<file path="src/rtl/rot_pkg.sv">
// Shared constants and types for the rotate arbiter and its combinational rotator.
package rot_pkg;

    localparam int WIDTH = 8;
    localparam int AMT_W = 3;

    localparam logic LR_RIGHT = 1'b0;
    localparam logic LR_LEFT  = 1'b1;

    typedef enum logic [1:0] {
        ST_IDLE = 2'd0,
        ST_EXEC = 2'd1,
        ST_RESP = 2'd2
    } state_e;

    typedef logic req_id_t;

endpackage

</file>
<file path="src/rtl/rotate8.sv">
// Purely combinational 8-bit rotator built from 1/2/4-position stages.
module rotate8
    import rot_pkg::*;
(
    input  logic [WIDTH-1:0] data_i,
    input  logic [AMT_W-1:0] amt_i,
    input  logic             lr_i,
    output logic [WIDTH-1:0] data_o
);

    logic [WIDTH-1:0] stage1;
    logic [WIDTH-1:0] stage2;
    logic [WIDTH-1:0] stage4;

    always_comb begin
        stage1 = data_i;
        if (amt_i[0]) begin
            stage1 = (lr_i == LR_LEFT) ? {data_i[6:0], data_i[7]} : {data_i[0], data_i[7:1]};
        end
        stage2 = stage1;
        if (amt_i[1]) begin
            stage2 = (lr_i == LR_LEFT) ? {stage1[5:0], stage1[7:6]} : {stage1[1:0], stage1[7:2]};
        end
        // A half-width rotate is identical in both directions.
        stage4 = amt_i[2] ? {stage2[3:0], stage2[7:4]} : stage2;
    end

    assign data_o = stage4;

endmodule

</file>
<file path="src/rtl/rot_arbiter.sv">
// Two-requester arbiter in front of a single shared rotator; one operation in flight,
// result returned with the owning requester id over a valid/ready handshake.
module rot_arbiter #(
    parameter int WIDTH      = 8,
    parameter int AMT_W      = 3,
    parameter bit FIXED_PRIO = 1'b0
) (
    input  logic             clk,
    input  logic             rst,
    input  logic             req0_valid,
    output logic             req0_ready,
    input  logic [WIDTH-1:0] req0_data,
    input  logic [AMT_W-1:0] req0_amt,
    input  logic             req0_lr,
    input  logic             req1_valid,
    output logic             req1_ready,
    input  logic [WIDTH-1:0] req1_data,
    input  logic [AMT_W-1:0] req1_amt,
    input  logic             req1_lr,
    output logic             rsp_valid,
    input  logic             rsp_ready,
    output logic [WIDTH-1:0] rsp_data,
    output logic             rsp_id
);

    rot_pkg::state_e  state_q, state_d;
    rot_pkg::req_id_t grant;
    rot_pkg::req_id_t last_grant_q, last_grant_d;
    rot_pkg::req_id_t id_q, id_d;
    rot_pkg::req_id_t rsp_id_q, rsp_id_d;
    logic [WIDTH-1:0] data_q, data_d;
    logic [AMT_W-1:0] amt_q, amt_d;
    logic             lr_q, lr_d;
    logic [WIDTH-1:0] rsp_data_q, rsp_data_d;
    logic             rsp_valid_q, rsp_valid_d;
    logic [WIDTH-1:0] rot_result;
    logic             accept;

    rotate8 u_rotate8 (
        .data_i (data_q),
        .amt_i  (amt_q),
        .lr_i   (lr_q),
        .data_o (rot_result)
    );

    // On a tie the requester that did not win last time goes next, unless req0 is favoured.
    always_comb begin
        if (req0_valid && req1_valid) begin
            grant = FIXED_PRIO ? 1'b0 : ~last_grant_q;
        end else begin
            grant = req1_valid;
        end
        req0_ready = (state_q == rot_pkg::ST_IDLE) && req0_valid && (grant == 1'b0);
        req1_ready = (state_q == rot_pkg::ST_IDLE) && req1_valid && (grant == 1'b1);
        accept     = req0_ready || req1_ready;
    end

    always_comb begin
        // NOTE: every next-state signal is defaulted to its register first so no path through
        // the case statement leaves one unassigned, which would infer a latch.
        state_d      = state_q;
        last_grant_d = last_grant_q;
        id_d         = id_q;
        data_d       = data_q;
        amt_d        = amt_q;
        lr_d         = lr_q;
        rsp_data_d   = rsp_data_q;
        rsp_id_d     = rsp_id_q;
        rsp_valid_d  = rsp_valid_q;

        case (state_q)
            rot_pkg::ST_IDLE: begin
                if (accept) begin
                    data_d       = grant ? req1_data : req0_data;
                    amt_d        = grant ? req1_amt  : req0_amt;
                    lr_d         = grant ? req1_lr   : req0_lr;
                    id_d         = grant;
                    last_grant_d = grant;
                    state_d      = rot_pkg::ST_EXEC;
                end
            end
            rot_pkg::ST_EXEC: begin
                rsp_data_d  = rot_result;
                rsp_id_d    = id_q;
                rsp_valid_d = 1'b1;
                state_d     = rot_pkg::ST_RESP;
            end
            rot_pkg::ST_RESP: begin
                if (rsp_ready) begin
                    rsp_valid_d = 1'b0;
                    state_d     = rot_pkg::ST_IDLE;
                end
            end
            default: begin
                state_d = rot_pkg::ST_IDLE;
            end
        endcase
    end

    // NOTE: state is updated with non-blocking assignments so every register samples the values
    // from before this edge; reset is synchronous and overrides any in-flight operation.
    always_ff @(posedge clk) begin
        if (rst) begin
            state_q      <= rot_pkg::ST_IDLE;
            last_grant_q <= 1'b1;
            id_q         <= 1'b0;
            data_q       <= '0;
            amt_q        <= '0;
            lr_q         <= 1'b0;
            rsp_data_q   <= '0;
            rsp_id_q     <= 1'b0;
            rsp_valid_q  <= 1'b0;
        end else begin
            state_q      <= state_d;
            last_grant_q <= last_grant_d;
            id_q         <= id_d;
            data_q       <= data_d;
            amt_q        <= amt_d;
            lr_q         <= lr_d;
            rsp_data_q   <= rsp_data_d;
            rsp_id_q     <= rsp_id_d;
            rsp_valid_q  <= rsp_valid_d;
        end
    end

    assign rsp_valid = rsp_valid_q;
    assign rsp_data  = rsp_data_q;
    assign rsp_id    = rsp_id_q;

endmodule

</file>
<file path="config.mk">
export PLATFORM = sky130hd
export DESIGN_NAME = rot_arbiter
export DESIGN_NICKNAME = d
export VERILOG_FILES = /design/src/rtl/rot_pkg.sv /design/src/rtl/rotate8.sv /design/src/rtl/rot_arbiter.sv
export SDC_FILE = /design/constraint.sdc
export NUM_CORES = 1
export LEC_CHECK = 0
export CAP_MARGIN = 30
export CORE_UTILIZATION = 32
export DETAILED_ROUTE_END_ITERATION = 8
export GPL_TIMING_DRIVEN = 0
export SLEW_MARGIN = 0
export SYNTH_ARGS = -nofsm -noshare
export SYNTH_HDL_FRONTEND = slang
export SYNTH_SLANG_ARGS = --single-unit
export TNS_END_PERCENT = 5
</file>
<file path="constraint.sdc">
create_clock -name clk -period 1.95 [get_ports clk]
set_input_delay 0.585 -clock clk [delete_from_list [all_inputs] [get_ports clk]]
set_output_delay 0.585 -clock clk [all_outputs]
set_load 0.01 [all_outputs]
</file>
# After elaboration in Yosys (flattened, before gate mapping)
# Cells that the tools add are included.
dict set report word_totals {
  out_inout_bits 12
  reg_bits 26
  in_bits 29
  mem_bits_rw 0
  romBits 0
  latchBits 0
  n_memories 0
  word_cells 40
}
dict set report op_classes {
  reduce_logical 11
  n_addsub 0
  multipliers 0
  muxes 14
  n_div 0
  n_eq_ne 4
  n_shift 0
  bitwise_logic 2
  n_lt_le_gt_ge 0
}
# op n
set op_table {}
lappend op_table {{2-to-1 mux 8 bit} 6}
lappend op_table {{case mux 2 bit (3 select lines)} 1}
lappend op_table {{AND reduction 2 bit} 3}
lappend op_table {{logical AND 1 bit} 5}
lappend op_table {{2-to-1 mux 2 bit} 2}
lappend op_table {{inequality test 2 bit, second input constant} 2}
lappend op_table {{2-to-1 mux 1 bit} 3}
lappend op_table {{2-to-1 mux 3 bit} 1}
lappend op_table {{== test 2 x 1 -> 1 bit, second input constant} 1}
lappend op_table {{== test 2 bit, second input constant} 1}
lappend op_table {{zero test 2 bit} 1}
lappend op_table {{inverter 1 bit} 2}
lappend op_table {{case mux 1 bit (2 select lines)} 1}
lappend op_table {{nonzero test 2 bit} 1}
lappend op_table {{logical OR 1 bit} 1}

# Depth between registers and ports, before layout
dict set report depth {
  depth_word 7
  depth_mapped 6
  mapped_depth_nobuf 4
}

# Hierarchy
# A second synthesis with hierarchy kept.
dict set report unflattened {
  cells_unflattened 241
  hier_area_um2 1908.1
}
# module instances cells_per_inst seq_area_each_um2 area_per_inst_um2
set by_module_without_submodules {}
lappend by_module_without_submodules {rot_arbiter 1 132 520.5 1143.6}
lappend by_module_without_submodules {rotate8 1 109 0.0 764.5}

# Least setup slack after synthesis
# OpenSTA, ideal clock, no wires.
dict set report synth_timing {
  path_kind {input -> output}
  startpoint {in req1_valid}
  endpoint {out req1_ready}
  path_buffers 1
  t_required_ns 1.365
  t_arrival_ns 1.232
  path_slack_ns 0.133
  path_stages 3
  path_cell_list {a21boi_4 buf_4 and2_1}
}
dict set report synth_between {
  elab_chain_cells 3
}
# element line
set synth_rtl {}
lappend synth_rtl {{start: declaration} rot_arbiter.sv:15} ;# input logic req1_valid,
lappend synth_rtl {{logical AND 1 bit} rot_arbiter.sv:48} ;# if (req0_valid && req1_valid) begin
lappend synth_rtl {{2-to-1 mux 1 bit} rot_arbiter.sv:48}
lappend synth_rtl {{logical AND 1 bit *} rot_arbiter.sv:54} ;# req1_ready = (state_q == rot_pkg::ST_IDLE) && req1_valid && (grant == 1'b1);
lappend synth_rtl {{end: declaration} rot_arbiter.sv:16} ;# output logic req1_ready,
# Mark *: on every way between the ends. The rest lies on a longest branch, timed or not.

# Worst setup path in the final report
# Ends and elaborated chain as after synthesis.

==> reports/qor_table.md <==
| Result | This run | Unit |
| --- | --- | --- |
| Area of all sequential standard cells | 520.5 | µm² |
| Standard cell core area | 5540 | µm² |
| Clock network latency to the later pin of the worst-skew pair | 0.27 | ns |
| Count of endpoints failing hold in the final timing report | 0 | - |
| Synth unique cells | 34 | - |
| Number of antenna violations at the first check in global routing | 0 | - |
| Synth Area in XOR/XNOR | 2.971 | % |
| Number of pins with negative max-slew slack in the final report | 0 | - |
| Run status | completed | - |
| Synthesized instance count | 206 | - |
| Multi-input combinational cell area | 1195 | µm² |
| Register-to-register setup slack | 0.41 | ns |
| RD Place Congestion | 0.8621 | - |
| Maximum VDD drop | 0.3122 | mV |
| Biggest fanout along the worst timing path | 3 | - |
| Utilization of the core after routing | 43.20 | % |
| Largest area contributor in the synthesized netlist | sky130_fd_sc_hd__dfxtp_1 | - |
| Post-CTS clock slew at the launch and capture registers of the worst setup and hold paths | 0.09 | ns |
| Final global-route overflow total | 0 | - |
| Total clock buffers created by CTS | 3 | - |
| Cell chain of the critical path | clkbuf_2 -> a21boi_4 -> buf_8 -> and2_1 -> buf_2 | - |
| Die area | 6099 | µm² |
| Post-Synthesis Mean Instance Area | 8.995 | µm² |
| Synth-to-layout area growth | 29.17 | % |
| Maximum number of pins on one net before global-route repair | 15 | - |
| Max-capacitance violation count | 0 | - |
| Cell type of the slowest stage on the worst timing path | sky130_fd_sc_hd__a21boi_4 | - |
| Post-layout worst setup margin | 0.1130 | ns |
| Worst Hold Depth | 2 | - |
| Crit path kind | input pin to primary output | - |
| Final critical-path share of the clock period | 94.21 | % |
| Slew margin rel. | 68.04 | % |
| Post-CTS Hold Fix Bufs | 0 | - |
| PwrDens | 715.1 | nW/µm² |
| Number of violations reported at the end of detailed-routing iteration 0 | 146 | - |
| Post-synth top area share | 28.09 | % |
| WL/cell | 14.50 | µm |
| Critical path buffers and inverters | 3 | - |
| CTS tree | done | - |
| Most numerous cell types in the synthesized netlist | 36 x sky130_fd_sc_hd__mux2i_1, 28 x sky130_fd_sc_hd__nor2_1, 26 x sky130_fd_sc_hd__dfxtp_1, 25 x sky130_fd_sc_hd__a211oi_1, 11 x sky130_fd_sc_hd__a21oi_1 | - |
| CP required | 1.36 | ns |
| Post-detailed-placement half-perimeter wirelength | 3518 | µm |
| Placement row count | 27 | - |
| Cell area after synthesis | 1853 | µm² |
| Number of routed nets with antenna violations | 0 | - |
| Die outline width | 78.10 | µm |
| Cell count of the worst reg-to-reg path | 6 | - |
| Fraction of synthesis flops using an asynchronous set or reset pin | 0 | % |
| Most common cell in the synthesized netlist | sky130_fd_sc_hd__mux2i_1 | - |
| Final instance count without filler cells | 323 | - |
| Global-route wire length before repair | 8073 | µm |
| Number of clock sinks | 26 | - |
| Max stage delay on crit path | 0.19 | ns |
| 1st-pass router iterations | 4 | - |
| Most used flip-flop cell after synthesis | sky130_fd_sc_hd__dfxtp_1 | - |
| Antenna cells | 0 | - |
| Category of the worst setup path capture point | primary output | - |
| Static Leak | 0.8755 | nW |
| Io pins | 41 | - |
| Placement Setup Slack | -0.9726 | ns |
| Stages on worst setup path | 5 | - |
| Nets | 281 | - |
| Total wirelength of the detailed-routed design | 4684 | µm |
| Nets in the synthesized netlist | 235 | - |
| Count of warnings emitted by yosys | 0 | - |
| Final setup vio count | 0 | - |
| Achievable Freq | 0.5444 | GHz |
| Clk Tree Root Cell | sky130_fd_sc_hd__clkbuf_8 | - |
| Seq/Total Area, Yosys | 28.09 | % |
| Maximum buffer depth of the clock tree | 2 | - |
| Worst slew pin tran | 0.4793 | ns |
| Effective utilization at floorplan | 33.45 | % |
| CP startpoint kind | input pin | - |
| Total Routing Usage GR | 16.51 | % |
| Remaining DRCs | 0 | - |
| Number of buffer cells added on primary ports | 39 | - |
| Vias in the first global route | 1679 | - |
| Worst min-delay path class | register to register | - |
| Ratio of cells with drive above 1 in the final layout | 15.94 | % |
| Crit path max-delay family | buffers and inverters | - |
| Filler Cell Count | 579 | - |
| # H-tree levels | 1 | - |
| Number of enable flip-flop cells after synthesis | 0 | - |
| Final worst path period need | 1.837 | ns |
| Detailed-route via count | 1667 | - |
| Die Span Y | 78.10 | µm |
| RSZ-0062 raised after global routing | no | - |
| Total of flip-flops plus latches after synthesis | 26 | - |
| Combinational family with the most area after synthesis | compound AO/OA/AOI/OAI gates | - |
| Compound-Gate Fraction of Synth Area | 26.40 | % |
| Worst path arrival time | 1.25 | ns |
| Multiplexer share of the synthesized area | 24.31 | % |
| Cells taking the most area after synthesis | sky130_fd_sc_hd__dfxtp_1 28%, sky130_fd_sc_hd__mux2i_1 19%, sky130_fd_sc_hd__a211oi_1 10% | - |
| Cells after DPL | 317 | - |
| Clk_skew | 0.002137 | ns |
| Basic-gate share of the synthesized area counting and, or, nand and nor cells | 10.67 | % |
| Vias per cell | 5.161 | - |
| Share of synthesized cell area in full adder, half adder and majority cells | 0 | % |
## metal layers
metal | GRT usage [%] | routed length (µm) | vias up
met4 | 5.926 | 78 | 0
met2 | 26.49 | 2227 | 49
met5 | 0 | 0 | -
li1 | - | - | 853
met1 | 22.68 | 2210 | 759
met3 | 1.977 | 168 | 6
## cells by family after synthesis
group | count (synthesis)
flip-flops | 26
buffers and inverters | 21
AND/OR/NAND/NOR | 45
multiplexers | 44
AO/OA/AOI/OAI | 68
XOR/XNOR | 2
## tightest hold or removal path: cells and delay by family, from the launching register on
family,cells,cell delay (ns)
flops,1,0.32
compound gates,1,0.05
simple gates,1,0.05
## what timing repair did
item                                   4_1_cts  5_1_grt
setup buffers                                2        0
pin swaps                                    1        1
setup endpoints to repair                    2        2
endpoints found under the hold margin        0        0
cloned                                       0        0
resized for setup                           14        3
## final timing paths
check,start,endpoint
max,req1_valid,req1_ready
min,rsp_id,rsp_id
max reg2reg,lr_q,rsp_data[1]
min reg2reg,rsp_id,rsp_id
## sequential cells by signal (all words and copies together) (netlist names)
name	flops
last_grant_q	1
id_q	1
data_q	8
rsp_data	8
rsp_valid	1
state_q	2
lr_q	1
rsp_id	1
amt_q	3
## power by group
part | leakage (nW) | internal (mW) | switching, mW
clock | 0.0288 | 0.180 | 0.170
combinational | 0.632 | 0.348 | 0.366
sequential | 0.215 | 0.590 | 0.0572
## cell type report
| class | count | area share (%) |
|---|---|---|
| plain buffers | 20 | 6.011 |
| repair buffers | 41 | 16.10 |
| multi-input cells | 159 | 49.92 |
| flip-flops and latches | 26 | 21.75 |
| well taps | 72 | 3.764 |
| inverters | 1 | 0.1568 |
| clock buffers | 4 | 2.300 |
## through the flow
step / hold slack [ns] / instance area (µm²) / TNS [ns] / power, mW
2_1_floorplan: 0.4323 / 1853 / 0 / 1.145
3_3_place_gp: 0.4524 / 2333 / -2.738 / 1.361
3_5_place_dp: 0.4496 / 2333 / -2.815 / 1.366
4_1_cts: 0.4626 / 2401 / 0 / 1.718
5_1_grt: 0.4892 / 2394 / 0 / 1.834
6_report: 0.4617 / 2394 / 0 / 1.712
## cell usage in the layout, fill, tap and decap left out, types with 2 or more instances in the layout
master                             n
sky130_fd_sc_hd__a211oi_1         25
sky130_fd_sc_hd__a211oi_2          4
sky130_fd_sc_hd__a21oi_1          11
sky130_fd_sc_hd__a221oi_1          3
sky130_fd_sc_hd__a31oi_1           4
sky130_fd_sc_hd__and2_1            2
sky130_fd_sc_hd__buf_2             8
sky130_fd_sc_hd__buf_4             3
sky130_fd_sc_hd__buf_6             2
sky130_fd_sc_hd__buf_8             2
sky130_fd_sc_hd__clkbuf_1          7
sky130_fd_sc_hd__clkbuf_2          2
sky130_fd_sc_hd__clkbuf_8          4
sky130_fd_sc_hd__clkdlybuf4s50_1  35
sky130_fd_sc_hd__dfxtp_1          26
sky130_fd_sc_hd__mux2_1            2
sky130_fd_sc_hd__mux2_2            6
sky130_fd_sc_hd__mux2i_1          36
sky130_fd_sc_hd__nand2_1           8
sky130_fd_sc_hd__nand2b_1          2
sky130_fd_sc_hd__nor2_1           27
sky130_fd_sc_hd__nor2b_1           2
sky130_fd_sc_hd__o21ai_0           6
sky130_fd_sc_hd__o21ai_1           7
sky130_fd_sc_hd__o21bai_1          4
Note: power is estimated with default switching activity, not from simulation.
